`config.mk`:
```
export PLATFORM = sky130hd
export DESIGN_NAME = wb_stage
export DESIGN_NICKNAME = d
export VERILOG_FILES = /design/src/rtl/wb_stage.sv
export SDC_FILE = /design/constraint.sdc
export NUM_CORES = 1
export LEC_CHECK = 0
export BUFFER_PORTS_ARGS = -buffer_cell sky130_fd_sc_hd__buf_4
export CAP_MARGIN = 20
export CELL_PAD_IN_SITES_DETAIL_PLACEMENT = 0
export CELL_PAD_IN_SITES_GLOBAL_PLACEMENT = 1
export CORE_ASPECT_RATIO = 0.6
export CORE_UTILIZATION = 39
export CTS_CLUSTER_DIAMETER = 100
export CTS_CLUSTER_SIZE = 25
export DETAILED_ROUTE_END_ITERATION = 12
export PLACE_DENSITY_LB_ADDON = 0.25
export SLEW_MARGIN = 10
export SYNTH_ARGS = -nofsm -noshare
export SYNTH_HDL_FRONTEND = slang
export SYNTH_SLANG_ARGS = --single-unit
```
`constraint.sdc`:
```
create_clock -name clk -period 2.4 [get_ports clk]
set_input_delay 0.12 -clock clk [delete_from_list [all_inputs] [get_ports clk]]
set_output_delay 0.12 -clock clk [all_outputs]
set_load 0.01 [all_outputs]
```
`src/rtl/wb_stage.sv`:
```
// wb_stage: LemonPC writeback stage.
// Retires ops from execute, waits for load data, aligns and extends it,
// and drives the register file write port one cycle after the result is known.
// Also flags load-use hazards toward decode and counts retired ops.
module wb_stage #(
  parameter int ADDR_WIDTH = 5,
  parameter int DATA_WIDTH = 32,
  parameter int TIMEOUT    = 255
) (
  input  logic                  clk,
  input  logic                  rst_n,
  input  logic                  ex_valid,
  output logic                  ex_ready,
  input  logic                  ex_wen,
  input  logic                  ex_is_load,
  input  logic [ADDR_WIDTH-1:0] ex_rd,
  input  logic [DATA_WIDTH-1:0] ex_result,
  input  logic [2:0]            ex_funct3,
  input  logic [1:0]            ex_addr_lo,
  input  logic                  mem_rvalid,
  input  logic [DATA_WIDTH-1:0] mem_rdata,
  input  logic [ADDR_WIDTH-1:0] hz_rs1,
  input  logic [ADDR_WIDTH-1:0] hz_rs2,
  output logic                  hz_stall,
  output logic                  rf_wen,
  output logic [ADDR_WIDTH-1:0] rf_rd,
  output logic [DATA_WIDTH-1:0] rf_dataD,
  output logic [63:0]           instret,
  output logic                  err
);

  // The wait timer counts empty WAIT_LOAD cycles 0..TIMEOUT-1; the abort
  // fires on the edge that would otherwise complete the TIMEOUT-th empty cycle.
  localparam int TIMER_W = (TIMEOUT < 2) ? 1 : $clog2(TIMEOUT);
  localparam logic [TIMER_W-1:0] TIMER_LAST = TIMER_W'(TIMEOUT - 1);

  localparam logic [2:0] F3_LB  = 3'b000;
  localparam logic [2:0] F3_LH  = 3'b001;
  localparam logic [2:0] F3_LW  = 3'b010;
  localparam logic [2:0] F3_LBU = 3'b100;
  localparam logic [2:0] F3_LHU = 3'b101;

  localparam logic [ADDR_WIDTH-1:0] RD_ZERO = {ADDR_WIDTH{1'b0}};

  typedef enum logic [0:0] {
    IDLE      = 1'b0,
    WAIT_LOAD = 1'b1
  } state_t;

  state_t                  state_r;
  logic [ADDR_WIDTH-1:0]   pending_rd_r;
  logic [2:0]              funct3_r;
  logic [1:0]              addr_lo_r;
  logic [TIMER_W-1:0]      timer_r;
  logic                    rf_wen_r;
  logic [ADDR_WIDTH-1:0]   rf_rd_r;
  logic [DATA_WIDTH-1:0]   rf_data_r;
  logic [63:0]             instret_r;
  logic                    err_r;

  logic                    accept_s;
  logic                    idle_s;
  logic                    hz_match_s;
  logic [DATA_WIDTH-1:0]   load_data_s;

  // A load is unusable if its size/alignment combination is illegal or
  // the funct3 encoding is not one of the five defined load kinds.
  function automatic logic load_fault(input logic [2:0] f3, input logic [1:0] lo);
    logic fault;
    case (f3)
      F3_LB, F3_LBU: fault = 1'b0;
      F3_LH, F3_LHU: fault = lo[0];
      F3_LW:         fault = (lo != 2'b00);
      default:       fault = 1'b1;
    endcase
    return fault;
  endfunction

  // Picks the addressed byte/half out of the aligned word and extends it.
  function automatic logic [DATA_WIDTH-1:0] load_extract(
    input logic [DATA_WIDTH-1:0] word,
    input logic [2:0]            f3,
    input logic [1:0]            lo
  );
    logic [7:0]            byte_v;
    logic [15:0]           half_v;
    logic [DATA_WIDTH-1:0] res;
    case (lo)
      2'b00:   byte_v = word[7:0];
      2'b01:   byte_v = word[15:8];
      2'b10:   byte_v = word[23:16];
      default: byte_v = word[31:24];
    endcase
    half_v = lo[1] ? word[31:16] : word[15:0];
    case (f3)
      F3_LB:   res = {{(DATA_WIDTH-8){byte_v[7]}}, byte_v};
      F3_LH:   res = {{(DATA_WIDTH-16){half_v[15]}}, half_v};
      F3_LBU:  res = {{(DATA_WIDTH-8){1'b0}}, byte_v};
      F3_LHU:  res = {{(DATA_WIDTH-16){1'b0}}, half_v};
      default: res = word;
    endcase
    return res;
  endfunction

  // Handshake, hazard detection and load data alignment are pure decode of current state.
  always_comb begin
    idle_s      = (state_r == IDLE);
    accept_s    = ex_valid & idle_s;
    hz_match_s  = (hz_rs1 == pending_rd_r) | (hz_rs2 == pending_rd_r);
    hz_stall    = (state_r == WAIT_LOAD) & (pending_rd_r != RD_ZERO) & hz_match_s;
    load_data_s = load_extract(mem_rdata, funct3_r, addr_lo_r);
  end

  assign ex_ready = idle_s;
  assign rf_wen   = rf_wen_r;
  assign rf_rd    = rf_rd_r;
  assign rf_dataD = rf_data_r;
  assign instret  = instret_r;
  assign err      = err_r;

  // Writeback FSM: accepts ops, tracks the outstanding load and registers every output.
  always_ff @(posedge clk or negedge rst_n) begin
    if (!rst_n) begin
      state_r      <= IDLE;
      pending_rd_r <= RD_ZERO;
      funct3_r     <= 3'b000;
      addr_lo_r    <= 2'b00;
      timer_r      <= {TIMER_W{1'b0}};
      rf_wen_r     <= 1'b0;
      rf_rd_r      <= RD_ZERO;
      rf_data_r    <= {DATA_WIDTH{1'b0}};
      instret_r    <= 64'd0;
      err_r        <= 1'b0;
    end else begin
      // rf_wen is a single-cycle pulse unless a write is issued below
      rf_wen_r <= 1'b0;
      case (state_r)
        IDLE: begin
          if (accept_s) begin
            if (!ex_is_load) begin
              rf_wen_r  <= ex_wen & (ex_rd != RD_ZERO);
              rf_rd_r   <= ex_rd;
              rf_data_r <= ex_result;
              instret_r <= instret_r + 64'd1;
            end else if (load_fault(ex_funct3, ex_addr_lo)) begin
              // unusable load retires immediately without touching the register file
              err_r     <= 1'b1;
              instret_r <= instret_r + 64'd1;
            end else begin
              pending_rd_r <= ex_wen ? ex_rd : RD_ZERO;
              funct3_r     <= ex_funct3;
              addr_lo_r    <= ex_addr_lo;
              timer_r      <= {TIMER_W{1'b0}};
              state_r      <= WAIT_LOAD;
            end
          end
        end
        WAIT_LOAD: begin
          if (mem_rvalid) begin
            // data arriving on the last allowed cycle still completes the load
            rf_wen_r     <= (pending_rd_r != RD_ZERO);
            rf_rd_r      <= pending_rd_r;
            rf_data_r    <= load_data_s;
            instret_r    <= instret_r + 64'd1;
            pending_rd_r <= RD_ZERO;
            state_r      <= IDLE;
          end else if (timer_r == TIMER_LAST) begin
            err_r        <= 1'b1;
            pending_rd_r <= RD_ZERO;
            state_r      <= IDLE;
          end else begin
            timer_r <= timer_r + {{(TIMER_W-1){1'b0}}, 1'b1};
          end
        end
        default: begin
          state_r <= IDLE;
        end
      endcase
    end
  end

endmodule
```
==> flow_summary.toml <==
[synthesis]
netlist.area_leader.share = 0.479
synthMuxAreaShare = 0.0216
synthTopCellsByCount = "122 x dfrtp_1, 72 x nand2_1, 53 x xor2_1"
yosys.area_share.simple = 0.231
synth_top_family_by_area = "simple AND/OR/NAND/NOR gates"
synth.most_common_cell = "dfrtp_1"
yosys.area_share.adder = 0.00589
syn_avg_cell_area_um2 = 9.74
synth-seq-cells = 122
synth_top_cell_by_area = "dfrtp_1"
synth_fp_nets = 747
ys_top_cells_by_area = "dfrtp_1 48%, xor2_1 7.3%, nand2_1 4.2%, xnor2_1 3.4%, nor3_1 3.4%"
yosys.area_share.xor_xnor = 0.107
yosysSeqAreaShare = 0.479
synth_edf_count = 0
ys_warn_count = 0
synthArstFlopShare = 1.00
synth.distinct_cells = 57
synth-main-ff-cell = "dfrtp_1"
synthesis.area_um2 = 6370
synth_compound_area_frac = 0.119
syn-instance-count = 654

[sta]
fin_tns_setup_ps = 0
fin_skew_ps = 12.3
period_minus_slack_ps = 2260
hold_violations = 0
final.period_utilization = 0.940
drv_slew = 0
holdWs_ps = 13.3
slew_headroom = 0.425
fmax_ghz = 0.443
tightest_slew_ps = 860
finalSetupViolCount = 0
rsz0062_at_grt = "no"

[finish]
drive_gt1_frac = 0.297
nets = 970
instances_no_fill = 1093
syn_to_final_growth_pct = 41.3
nFillCells = 1380
n_antenna_cell = 0
postLayoutCoreUtil = 0.576

[global_routing]
grt_pass1_wl_um = 31600
grt_max_degree = 45
grt_usage = 0.243
antenna_found_initial = 0
grt_pass1_vias = 5830
overflow = 0

[clock_tree]
root_buffer = "clkbuf_16"
htreeDepth = 4
clk_pin_slew_worst_paths_ps = 60
clkSinkCount = 122
clkLatencyLatePin_ps = 420
clk_path_buf_depth = 2
cts_tree = "yes"
numCtsBuffers = 17
postCtsSetupBuffers = 0

[route]
drtIter0Drc = 367
drcViolationCount = 0
avgRoutedWirePerCell_um = 18.0
via_count = 5962
wl_um = 19700
via_per_inst = 5.45
drtAntennaViolNets = 0
dr.pass1.iters = 5

[flow_run]
max-cap-violations = 0

[critical_path]
critPathMaxFanout = 23
cp-start-kind = "register"
reg2reg_slack_ps = 140
cp_data_arrival_time_ps = 2590
critical_path_required_ps = 2730
crit_type = "reg2reg"
rr_endpoint = "instret[41]"
reg2reg_from = "state_r"
r2r_cells = 5
worstSetupEndpointType = "register"

[die]
rows = 35
pin_count = 195
start_util = 0.407
die_y_um = 101
fp.dieArea_um2 = 16900
fp.dieW_um = 167
core_area_um2 = 15600

[power]
sw_frac_of_total = 0.305
cellPowerDensity_nw_per_um2 = 774
power_frac_clock = 0.406
seqPwrFrac = 0.372
p_switching_mw = 2.13
vdd_ir_drop_max_mv = 0.397
combPwrFrac = 0.222
p_leak_nw = 4.40
intPower_mw = 4.84

[min_path]
hold_path_end = "rf_dataD[4]"
min_path_type = "in2reg"
min-delay-start = "ex_result[4]"
hold_depth = 3

[placement]
portBuffers = 194
post-dp-hpwl_um = 14400
gp_congestion = 0.842
dp.cells = 1032

[status]
status = "finished clean"
## per-stage QoR
stage	setup WS [ps]	instance area (um^2)	power (mW)
after global placement	220	8060	4.05
after global routing	6.87	9000	7.28
after floorplan	501	6370	3.31
final	144	9000	6.96
after detailed placement	145	8060	4.11
after CTS	137	8990	7.00
## power groups by stage
stage | sequential [mW] | clock [mW] | combinational, mW
CTS | 2.59 | 2.88 | 1.53
detailed placement | 2.62 | 0 | 1.48
global placement | 2.60 | 0 | 1.45
finish | 2.59 | 2.83 | 1.54
global route | 2.63 | 2.97 | 1.67
floorplan | 2.65 | 0 | 0.657
## state kept, by name (all words and copies together), names as in the netlist
| signal | count |
|---|---|
| instret | 64 |
| rf_dataD | 32 |
| timer_r | 8 |
| pending_rd_r | 5 |
| rf_rd | 5 |
| funct3_r | 3 |
| addr_lo_r | 2 |
| err | 1 |
| rf_wen | 1 |
| state_r | 1 |
## kinds of logic (layout without fill, tap and decap cells)
family                     count (synthesis)  count (layout)
and+or+nand+nor                          275             275
DFF                                      122             122
AOI/OAI and AO/OA                        110             110
xor gates and xnor gates                  78              78
buffers and inverters                     54             290
muxes                                     12              12
adders and majority gates                  3               3
## cells in the final DEF, fill, tap and decap left out, types with 21 or more instances in the layout
cell type,n
a21oi_1,21
buf_4,204
dfrtp_1,122
dlygate4sd3_1,29
inv_1,22
nand2_1,71
nand4_1,25
nor2_1,51
nor3_1,43
o21ai_0,32
xnor2_1,25
xor2_1,53
## routing by layer
| metal | GRT usage | wire [um] | vias up |
|---|---|---|---|
| met3 | 0.0565 | 1470 | 17 |
| met4 | 0.0670 | 147 | 0 |
| met5 | 0 | 0 | - |
| met2 | 0.343 | 8190 | 236 |
| li1 | - | - | 2779 |
| met1 | 0.366 | 9900 | 2930 |
## worst max-delay path: stages (launching register included)
cell,delay (ps)
dfrtp_1,410
or3b_4,560
o311ai_4,180
nand4_4,390
nor4_1,450
xor2_1,180
## cell type report
class                           instances  area, um^2  area share
Sequential cell                       122        3050       0.339
Tap cell                              203         254      0.0282
Inverter                               23        86.3     0.00959
Clock inverter                         14         206      0.0229
Timing Repair Buffer                  235        1860       0.207
Multi-Input combinational cell        478        3100       0.344
Clock buffer                           18         439      0.0488
## worst max path at each step
| stage | startpoint | end | slack, ps | cells past startpoint |
|---|---|---|---|---|
| 2_1_floorplan | state_r | rf_dataD[15] | 500 | 6 |
| 3_3_place_gp | state_r | instret[53] | 220 | 5 |
| 3_5_place_dp | state_r | instret[41] | 140 | 5 |
| 4_1_cts | state_r | instret[61] | 140 | 5 |
| 5_1_grt | instret[9] | instret[49] | 7 | 5 |
| 6_report | state_r | instret[41] | 140 | 5 |
## timing repair
action                     4_1_cts  5_1_grt
setup endpoints to repair        0       10
resized for setup                0        2
hold buffers                    29        0
hold endpoints to repair        66        0
No activity file was read; power rests on OpenSTA's default activity.
